File: src/rtl/pipelined_rca.sv
// Pipelined ripple-carry adder: one CHUNK-bit slice resolved per stage, carry registered between stages.
// Optional OVERFLOW_FLAG_EN adds a two's-complement overflow output (ovf) that travels with sum.
module pipelined_rca #(
    parameter int DATA_WIDTH = 16,
    parameter int NUM_STAGES = 4
) (
    input  logic                  clk,
    input  logic                  resetn,
    input  logic                  in_valid,
    output logic                  in_ready,
    input  logic [DATA_WIDTH-1:0] a,
    input  logic [DATA_WIDTH-1:0] b,
    input  logic                  cin,
    output logic                  out_valid,
    input  logic                  out_ready,
    output logic [DATA_WIDTH:0]   sum
`ifdef OVERFLOW_FLAG_EN
    ,
    output logic                  ovf
`endif
);

    localparam int CHUNK = DATA_WIDTH / NUM_STAGES;

    if ((NUM_STAGES < 1) || (NUM_STAGES > DATA_WIDTH) || (DATA_WIDTH % NUM_STAGES != 0)) begin : g_bad_cfg
        $error("pipelined_rca: DATA_WIDTH must be a multiple of NUM_STAGES");
    end

    // Handshake: a stage loads when it is empty or its successor is loading this cycle;
    // a valid stage that cannot advance keeps every register unchanged.
    logic [NUM_STAGES-1:0] stage_valid;
    logic [NUM_STAGES-1:0] stage_ready;

    always_comb begin
        logic rdy;
        stage_ready = '0;
        rdy         = out_ready;
        for (int k = NUM_STAGES - 1; k >= 0; k--) begin
            rdy            = !stage_valid[k] || rdy;
            stage_ready[k] = rdy;
        end
    end

    function automatic logic [CHUNK:0] ripple(input logic [CHUNK-1:0] x,
                                              input logic [CHUNK-1:0] y,
                                              input logic             c);
        logic [CHUNK-1:0] s;
        logic             cy;
        s  = '0;
        cy = c;
        for (int i = 0; i < CHUNK; i++) begin
            s[i] = x[i] ^ y[i] ^ cy;
            cy   = (x[i] & y[i]) | (cy & (x[i] ^ y[i]));
        end
        return {cy, s};
    endfunction

    for (genvar k = 0; k < NUM_STAGES; k++) begin : g_stage
        // Operand bits still to be added shrink by one chunk per stage; the partial sum grows.
        localparam int W  = DATA_WIDTH - k * CHUNK;
        localparam int SW = (k + 1) * CHUNK;

        logic [W-1:0]  src_a;
        logic [W-1:0]  src_b;
        logic          src_c;
        logic          src_v;
        logic [CHUNK:0] res;
        logic [SW-1:0] next_sum;

        logic          valid_q;
        logic          carry_q;
        logic [SW-1:0] sum_q;

        if (k == 0) begin : g_first
            assign src_a    = a;
            assign src_b    = b;
            assign src_c    = cin;
            assign src_v    = in_valid;
            assign next_sum = res[CHUNK-1:0];
        end else begin : g_next
            assign src_a    = g_stage[k-1].g_fwd.a_q;
            assign src_b    = g_stage[k-1].g_fwd.b_q;
            assign src_c    = g_stage[k-1].carry_q;
            assign src_v    = g_stage[k-1].valid_q;
            assign next_sum = {res[CHUNK-1:0], g_stage[k-1].sum_q};
        end

        assign res = ripple(src_a[CHUNK-1:0], src_b[CHUNK-1:0], src_c);

        always_ff @(posedge clk) begin
            if (!resetn) begin
                valid_q <= 1'b0;
                carry_q <= 1'b0;
                sum_q   <= '0;
            end else if (stage_ready[k]) begin
                valid_q <= src_v;
                if (src_v) begin
                    carry_q <= res[CHUNK];
                    sum_q   <= next_sum;
                end
            end
        end

        if (k < NUM_STAGES - 1) begin : g_fwd
            logic [W-CHUNK-1:0] a_q;
            logic [W-CHUNK-1:0] b_q;

            always_ff @(posedge clk) begin
                if (!resetn) begin
                    a_q <= '0;
                    b_q <= '0;
                end else if (stage_ready[k] && src_v) begin
                    a_q <= src_a[W-1:CHUNK];
                    b_q <= src_b[W-1:CHUNK];
                end
            end
        end

        assign stage_valid[k] = valid_q;
    end

    assign in_ready  = stage_ready[0];
    assign out_valid = stage_valid[NUM_STAGES-1];
    assign sum       = {g_stage[NUM_STAGES-1].carry_q, g_stage[NUM_STAGES-1].sum_q};

`ifdef OVERFLOW_FLAG_EN
    // Carry into the MSB is recovered as a^b^s at that bit position.
    logic ovf_q;

    always_ff @(posedge clk) begin
        if (!resetn) begin
            ovf_q <= 1'b0;
        end else if (stage_ready[NUM_STAGES-1] && g_stage[NUM_STAGES-1].src_v) begin
            ovf_q <= g_stage[NUM_STAGES-1].src_a[CHUNK-1] ^ g_stage[NUM_STAGES-1].src_b[CHUNK-1]
                   ^ g_stage[NUM_STAGES-1].res[CHUNK-1] ^ g_stage[NUM_STAGES-1].res[CHUNK];
        end
    end

    assign ovf = ovf_q;
`endif

endmodule

File: config.mk
export PLATFORM = sky130hd
export DESIGN_NAME = pipelined_rca
export DESIGN_NICKNAME = d
export VERILOG_FILES = /design/src/rtl/pipelined_rca.sv
export SDC_FILE = /design/constraint.sdc
export NUM_CORES = 1
export LEC_CHECK = 0
export BUFFER_PORTS_ARGS = -buffer_cell sky130_fd_sc_hd__clkbuf_2
export CORE_MARGIN = 10
export CORE_UTILIZATION = 45
export CTS_CLUSTER_DIAMETER = 40
export DETAILED_ROUTE_END_ITERATION = 10
export GPL_TIMING_DRIVEN = 0
export PLACE_DENSITY_LB_ADDON = 0.05
export SLEW_MARGIN = 20
export SYNTH_ARGS = -nofsm -noshare
export SYNTH_HDL_FRONTEND = slang
export SYNTH_SLANG_ARGS = --single-unit
export TNS_END_PERCENT = 20
File: constraint.sdc
create_clock -name clk -period 2.4 [get_ports clk]
set_clock_uncertainty 0.1 [all_clocks]
set_input_delay 0.12 -clock clk [delete_from_list [all_inputs] [get_ports clk]]
set_output_delay 0.12 -clock clk [all_outputs]
set_load 0.03 [all_outputs]
==> results of run 1 <==
==> final cells by class <==
type,instances,share of cell area
clock inverters,3,0.007777
plain buffers,55,0.04735
clock buffers,11,0.02768
flip-flops and latches,96,0.3513
well taps,133,0.03042
multi-input cells,330,0.4172
inverters,35,0.02402
repair buffers,79,0.09424
==> per-layer routing <==
metal / part of all wire / track usage
met1: 0.46 / 0.2309
met2: 0.47 / 0.2935
met3: 0.051 / 0.03164
met4: 0.017 / 0.06561
met5: 0 / 0
==> power by group through the flow <==
stage / clock (W) / combinational (W) / sequential, W
final: 0.00108 / 0.000412 / 0.00173
after global routing: 0.00116 / 0.000459 / 0.00174
after CTS: 0.00111 / 0.000411 / 0.00173
after detailed placement: 0 / 0.000379 / 0.00177
after global placement: 0 / 0.000372 / 0.00177
after floorplan: 0 / 0.000249 / 0.00175
==> state kept, by name, summed over array words and instances, names as in the netlist <==
name and flops:
g_stage.carry_q 4, g_stage.g_fwd.a_q 24, g_stage.valid_q 3, out_valid 1, g_stage.g_fwd.b_q 24, g_stage.sum_q 40
==> through the flow <==
step	cells	total power, W
2_1_floorplan	516	0.001997
3_3_place_gp	704	0.002138
3_5_place_dp	704	0.002148
4_1_cts	742	0.003248
5_1_grt	742	0.003363
6_report	742	0.003229
==> worst max-delay path, delay by kind of cell (launching register included) <==
family	cells	cell delay, ns
adder cells (fa/ha/maj)	4	1.32
AO/OA/AOI/OAI	1	0.20
buffers and inverters	3	0.23
flip-flops	1	0.31
==> Yosys cell counts <==
| master | count |
|---|---|
| nand2_4 | 1 |
| nand2b_1 | 1 |
| nand3_1 | 44 |
| clkbuf_2 | 1 |
| buf_4 | 3 |
| o31ai_2 | 4 |
| nor2b_1 | 1 |
| a211oi_1 | 10 |
| clkbuf_1 | 34 |
| a31oi_1 | 26 |
| and4b_1 | 6 |
| mux2i_1 | 16 |
| nor2_1 | 1 |
| clkinv_1 | 1 |
| inv_1 | 34 |
| and2b_2 | 1 |
| nand3b_2 | 1 |
| o21ai_0 | 35 |
| o211a_1 | 3 |
| nand4_1 | 72 |
| buf_2 | 11 |
| a21oi_1 | 32 |
| fa_1 | 16 |
| dfxtp_1 | 96 |
| buf_8 | 1 |
| nand2_1 | 35 |
| buf_1 | 3 |
| nor2_2 | 1 |
| and3b_1 | 21 |
| nand4b_4 | 1 |
| a211oi_2 | 2 |
| buf_6 | 2 |
==> cells by family after synthesis <==
| kind of cell | count (synthesis) | synth area share |
|---|---|---|
| adder cells (fa/ha/maj) | 16 | 0.06972 |
| multiplexers | 16 | 0.03486 |
| AND/OR/NAND/NOR | 186 | 0.2446 |
| flip-flops | 96 | 0.4183 |
| AO/OA/AOI/OAI | 112 | 0.1476 |
| buffers and inverters | 90 | 0.08496 |
==> path summary, 6_finish.rpt <==
kind,start,endpoint,cells past startpoint
setup reg to reg,g_stage[1].g_fwd.a_q[0],g_stage[2].sum_q[11],8
hold / removal,b[2],g_stage[0].sum_q[2],4
hold reg to reg,g_stage[2].g_fwd.b_q[3],g_stage[2].g_fwd.b_q[3],2
setup / recovery,g_stage[1].g_fwd.a_q[0],g_stage[2].sum_q[11],8
==> flow_summary.yaml, run 1 <==
timing:
  slew_headroom: 0.5629
  fmax_ghz: 0.4438
  slew_violations: 0
  finalWorstSetupSlack_ns: 0.1466
  rsz0062_at_grt: "false"
  tightest_slew_ns: 0.6556
  hold_violations: 0
  fin_crit_sh: 0.9389
  layout_min_cycle_time_ns: 2.253
  tns_ns: 0
  fin_hold_ws_ns: 0.09637
  finalSetupViolCount: 0
clock_tree:
  postCtsResizedCells: 0
  clock_latency_ns: 0.36
  ctsLongestPathBuffers: 2
  cts_tree: "done"
  cts_sinks: 96
  cts_inserted_buffers: 9
  cts_setup_buffers: 0
  root_buffer: "clkbuf_8"
  path_clk_slew_ns: 0.09
  hold_buffers: 24
  htree_levels: 3
floorplanning:
  die_x_microns: 121.0
  coreArea_sq_um: 9864
  die-height_microns: 121.0
  rows: 36
  die_area_sq_um: 14650
  initial_core_util: 0.4658
  ioPinCount: 56
critical_path:
  r2r_slack_ns: 0.15
  crit_path_max_incr_delay_ns: 0.40
  critPathRequiredTime_ns: 2.58
  start_kind: "register"
  crit_top_cell: "fa_1"
  end_kind: "register"
  arrival_ns: 2.44
  path_cells: "inv_1 -> fa_1 -> inv_1 -> fa_1 -> fa_1 -> inv_1 -> fa_1 -> a211oi_1"
  worstPathMaxFanout: 2
  slowest_stage: "fa_1"
  crit_type: "reg2reg"
final_layout:
  drive_gt1_frac: 0.1609
  diodes: 0
  syn_to_final_growth_pct: 19.06
  final_core_util: 0.5545
  mostFrequentLayoutCells: "dfxtp_1, nand4_1, clkbuf_2"
  final_common_cell: "dfxtp_1"
  nets: 659
  fin_area_sq_um: 5470
  register_area_sq_um: 1922
  multiInputGateArea_sq_um: 2282
  n_fill_cell: 976
logic_synthesis:
  yosys-top-cells-area: "dfxtp_1, nand4_1, fa_1, nand3_1, and3b_1"
  synth_top_area_cell: "dfxtp_1"
  synth_nets: 569
  ys_ff_latch: 96
  netlist_area_sq_um: 4594
  yosysUniqueCellTypes: 32
  syn_avg_cell_area_sq_um: 8.904
  syn_inst: 516
  yosysSeqAreaShare: 0.4183
  synth-warning-count: 0
  yosys.area.top_type_share: 0.4183
placement:
  portBuffers: 55
  dp_hpwl_microns: 9605
  pre_cts_ws_ns: 0.05553
  place_area_sq_um: 5036
  gp_congestion: 0.8168
worst_hold_path:
  worstHoldPathType: "in2reg"
global_route:
  grt_use_total: 0.1794
  grt_pass1_wl_microns: 21520
  grt_max_degree: 15
  gr-total-overflow: 0
  grt_antenna_before_repair: 0
  grt_pass1_vias: 4261
power:
  combPwrFrac: 0.128
  internal_power_w: 0.002368
  power_leakage_nw: 2.309
  seq_power_share: 0.537
  vdd_drop_max_v: 0.0002405
  power_density_nw_per_um2: 590.3
  swShare: 0.2667
  switching_power_w: 0.0008612
  p_clk_frac: 0.336
drt:
  drtIter0Drc: 297
  viasPerCell: 5.624
  firstDrtPassIters: 5
  route.vias.total: 4173
  wl_per_cell_microns: 17.25
  ant_nets: 0
  wl_microns: 12800
  drc: 0
outcome:
  outcome: "finished, final reports clean"
run:
  cap_violations: 0
Note: power is estimated with default switching activity, not from simulation.
==> inputs of run 2 (changes only) <==
RECOVER_POWER = 50   (was unset)
==> flow_summary.yaml, run 2 (synthesis results as in run 1) <==
placement:
  gp_congestion: 0.8168
  portBuffers: 55
  dp_hpwl_microns: 9605
global_route:
  grt_antenna_before_repair: 0
  grt_max_degree: 15
  grt_pass1_vias: 4261
  gr-total-overflow: 0
  grt_pass1_wl_microns: 21520
  grt_use_total: 0.1794
power:
  switching_power_w: 0.0008620
  vdd_drop_max_v: 0.0002406
  power_leakage_nw: 2.190
  combPwrFrac: 0.127
  seq_power_share: 0.537
  swShare: 0.2671
  power_density_nw_per_um2: 596.7
  internal_power_w: 0.002365
  p_clk_frac: 0.336
final_layout:
  drive_gt1_frac: 0.1166
  largest_reg_flops: 40
  reg_top3: "g_stage.sum_q (40), g_stage.g_fwd.a_q (24), g_stage.g_fwd.b_q (24)"
  nets: 659
  final_common_cell: "dfxtp_1"
  mostFrequentLayoutCells: "dfxtp_1, nand4_1, clkbuf_1"
  final_core_util: 0.5482
  diodes: 0
  syn_to_final_growth_pct: 17.70
  regMostFlops: "g_stage.sum_q"
drt:
  drc: 0
  met2_length_microns: 6091
  top_layer: "met4"
  ant_nets: 0
  viasPerCell: 5.633
  route.vias.total: 4180
  wl_per_cell_microns: 17.38
  wl_met3_microns: 739
  drtIter0Drc: 295
  wl_microns: 12900
  wl_met1_microns: 5865
  firstDrtPassIters: 4
worst_hold_path:
  worstHoldPathType: "in2reg"
clock_tree:
  htree_levels: 3
  cts_sinks: 96
  cts_setup_buffers: 0
  cts_inserted_buffers: 9
  clock_latency_ns: 0.37
  path_clk_slew_ns: 0.09
  ctsLongestPathBuffers: 2
  cts_tree: "done"
  root_buffer: "clkbuf_8"
timing:
  slew_violations: 0
  rsz0062_at_grt: "false"
  fin_crit_sh: 0.9404
  fmax_ghz: 0.4431
  slew_headroom: 0.5632
  layout_min_cycle_time_ns: 2.257
  hold_violations: 0
  tightest_slew_ns: 0.6552
  tns_ns: 0
  finalSetupViolCount: 0
floorplanning:
  die-height_microns: 121.0
  die_x_microns: 121.0
  rows: 36
  ioPinCount: 56
  coreArea_sq_um: 9864
  initial_core_util: 0.4658
  die_area_sq_um: 14650
critical_path:
  end_kind: "register"
  start_kind: "register"
  critPathRequiredTime_ns: 2.58
  worstPathMaxFanout: 2
  crit_path_max_incr_delay_ns: 0.40
  path_cells: "inv_1 -> fa_1 -> inv_1 -> fa_1 -> fa_1 -> inv_1 -> fa_1 -> a211oi_1"
  crit_top_cell: "fa_1"
  slowest_stage: "fa_1"
  crit_type: "reg2reg"
  arrival_ns: 2.44
run:
  cap_violations: 0
outcome:
  outcome: "finished, final reports clean"
[run 2: power by group through the flow]
stage	clock (W)	sequential [W]	combinational, W
after CTS	0.00111	0.00173	0.000411
final	0.00108	0.00173	0.000409
after detailed placement	0	0.00177	0.000379
after global placement	0	0.00177	0.000372
after global routing	0.00116	0.00174	0.000455
after floorplan	0	0.00175	0.000249
[run 2: timing repair]
item                      CTS  global route
hold endpoints to repair   24             0
hold buffers               24             0
resized for setup           0             0
[run 2: final timing paths]
path | start | endpoint | slack [ns] | depth (start not counted)
min reg2reg | g_stage[2].g_fwd.b_q[3] | g_stage[2].g_fwd.b_q[3] | 0.37 | 2
min | b[2] | g_stage[0].sum_q[2] | 0.09 | 4
max reg2reg | g_stage[1].g_fwd.a_q[0] | g_stage[2].sum_q[11] | 0.14 | 8
max | g_stage[1].g_fwd.a_q[0] | g_stage[2].sum_q[11] | 0.14 | 8
[run 2: area by class of cell]
cell class                      instances  area (sq um)
Buffer                                 55         246.5
Clock buffer                           11         151.4
Clock inverter                          3         42.54
Fill cell                             989          4457
Inverter                               35         131.4
Multi-Input combinational cell        330          2255
Sequential cell                        96          1922
Tap cell                              133         166.4
Timing Repair Buffer                   79         493.0
[run 2: through the flow]
stage | area, sq um | power, W | setup WS, ns | std cells | hold slack (ns)
floorplan | 4594 | 0.001997 | 0.2833 | 516 | 0.1637
global placement | 5036 | 0.002138 | 0.1486 | 704 | 0.2631
detailed placement | 5036 | 0.002148 | 0.05553 | 704 | 0.2718
CTS | 5470 | 0.003248 | 0.1223 | 742 | 0.08648
global route | 5408 | 0.003359 | 0.01874 | 742 | 0.1094
finish | 5408 | 0.003227 | 0.1430 | 742 | 0.09163
[run 2: critical path: cells and delay by family (launching register included)]
family / cells / cell delay [ns]
fa+ha+maj: 4 / 1.32
flops: 1 / 0.31
buf+inv: 3 / 0.23
compound gates: 1 / 0.20
[run 2: metal layers]
layer  GRT usage  vias to the layer above
li1            -                     2064
met3     0.03164                       15
met2      0.2935                      126
met1      0.2309                     1975
met4     0.06561                        0
met5           0                        -
==> inputs of run 3 (changes only) <==
CORE_ASPECT_RATIO = 2   (was unset)
==> flow_summary.yaml, run 3 (synthesis results as in run 1) <==
worst_hold_path:
  worstHoldPathType: "in2reg"
  hold_end: "g_stage[0].sum_q[2]"
  hold_depth: 4
  hold_path_startpoint: "b[2]"
floorplanning:
  coreArea_sq_um: 10080
  die_x_microns: 91.45
  initial_core_util: 0.4556
  die-height_microns: 162.9
  rows: 52
  die_area_sq_um: 14900
  ioPinCount: 56
clock_tree:
  htree_levels: 3
  cts_tree: "done"
  cts_inserted_buffers: 9
  root_buffer: "clkbuf_16"
  cts_sinks: 96
  clock_latency_ns: 0.35
  path_clk_slew_ns: 0.07
  cts_setup_buffers: 0
  ctsLongestPathBuffers: 2
power:
  vdd_drop_max_v: 0.0003673
  power_leakage_nw: 2.242
  report.power.total_w: 0.003639
  power_density_nw_per_um2: 657.9
global_route:
  grt_antenna_before_repair: 0
  grt_max_degree: 18
  gr-total-overflow: 0
  grt_use_total: 0.1882
  grt_pass1_wl_microns: 22540
  grt_pass1_vias: 4484
placement:
  portBuffers: 55
  gp_congestion: 0.8352
  pre_cts_ws_ns: 0.08904
  dp_hpwl_microns: 10370
timing:
  fin_hold_ws_ns: 0.1270
  hold_violations: 0
  slew_violations: 0
  finalWorstSetupSlack_ns: 0.09530
  tns_ns: 0
  layout_min_cycle_time_ns: 2.305
  tightest_slew_ns: 0.7820
  fin_crit_sh: 0.9603
  finalSetupViolCount: 0
  fmax_ghz: 0.4339
  slew_headroom: 0.4787
  rsz0062_at_grt: "false"
final_layout:
  regMostFlops: "g_stage.sum_q"
  nets: 659
  mostFrequentLayoutCells: "dfxtp_1, nand4_1, clkbuf_1"
  n_fill_cell: 960
  final_common_cell: "dfxtp_1"
  reg_top3: "g_stage.sum_q (40), g_stage.g_fwd.a_q (24), g_stage.g_fwd.b_q (24)"
  largest_reg_flops: 40
  syn_to_final_growth_pct: 20.40
  drive_gt1_frac: 0.1277
  diodes: 0
critical_path:
  r2r_slack_ns: 0.1
  crit_type: "reg2reg"
  slowest_stage: "fa_1"
  ff2ff_path_depth: 8
  path_buf_inv: 3
  r2r-end: "g_stage[1].sum_q[7]"
  start_kind: "register"
  critPathTopFamily: "adder cells"
  crit_path_max_incr_delay_ns: 0.41
  arrival_ns: 2.47
  crit_top_cell: "fa_1"
  crit-reg2reg-launch: "g_stage[0].g_fwd.b_q[0]"
  end_kind: "register"
  cp-startpoint: "g_stage[0].g_fwd.b_q[0]"
  path_cells: "inv_1 -> fa_1 -> inv_1 -> fa_1 -> fa_1 -> inv_1 -> fa_1 -> a211oi_1"
  critPathRequiredTime_ns: 2.56
  worstPathMaxFanout: 3
drt:
  ant_nets: 0
  drtIter0Drc: 219
  firstDrtPassIters: 4
  wl_per_cell_microns: 18.45
  wl_microns: 13760
  drc: 0
  viasPerCell: 5.673
  route.vias.total: 4232
outcome:
  outcome: "finished, final reports clean"
run:
  cap_violations: 0
==> run 3: cell types whose count changed in the layout (fill, tap and decap cells not counted), sizes merged <==
cell      delta
inv          +2
buf          +1
clkbuf       -3
clkinvlp     +1
clkinv       +1
==> run 3: layer usage <==
layer  GRT usage  vias up  wire length, microns  part of all wire
li1            -     2072                     -                 -
met1      0.1850     2018                  5069              0.37
met2      0.3493      112                  7512              0.55
met3     0.04617       30                   618             0.045
met4      0.1010        0                   558             0.041
met5           0        -                     0                 0
==> run 3: worst max path at each step <==
| stage | endpoint | slack (ns) | cells past startpoint |
|---|---|---|---|
| floorplan | g_stage[2].sum_q[11] | 0.28 | 8 |
| detailed placement | g_stage[1].sum_q[7] | 0.09 | 8 |
| CTS | g_stage[1].sum_q[7] | 0.08 | 8 |
| finish | g_stage[1].sum_q[7] | 0.1 | 8 |
| global route | g_stage[2].sum_q[11] | 0.004 | 8 |
| global placement | g_stage[1].sum_q[7] | 0.08 | 8 |
==> run 3: metrics by stage <==
stage / instance area [sq um] / utilization / instances
floorplan: 4594 / - / 516
global placement: 5039 / 0.4996 / 706
detailed placement: 5039 / 0.4996 / 706
CTS: 5583 / 0.5536 / 746
global route: 5532 / 0.5485 / 746
finish: 5532 / 0.5485 / 746
==> run 3: where the power goes <==
group / internal [W] / switching (W) / leakage (nW)
clock network: 0.000819 / 0.000673 / 0.144
logic: 0.000168 / 0.000248 / 1.31
registers: 0.00167 / 0.0000600 / 0.785
==> run 3: layout make-up <==
type | instances | area [sq um] | area share
Multi-Input combinational cell | 330 | 2265 | 0.4094
Inverter | 35 | 131.4 | 0.02375
Tap cell | 135 | 168.9 | 0.03054
Clock inverter | 7 | 78.83 | 0.01425
Buffer | 55 | 247.7 | 0.04479
Sequential cell | 96 | 1922 | 0.3474
Timing Repair Buffer | 79 | 493.0 | 0.08912
Clock buffer | 9 | 225.2 | 0.04071
==> run 3: repair_timing <==
item | in CTS | in global routing
hold buffers | 24 | 0
endpoints found under the hold margin | 24 | 0
setup endpoints to repair | 0 | 3
resized for setup | 0 | 4
==> run 3: worst register-to-register path, cell delays in order, from the launching register on <==
cell and delay, ns:
dfxtp_1 0.33, inv_1 0.11, fa_1 0.18, inv_1 0.05, fa_1 0.38, fa_1 0.39
inv_1 0.08, fa_1 0.41, a211oi_1 0.20
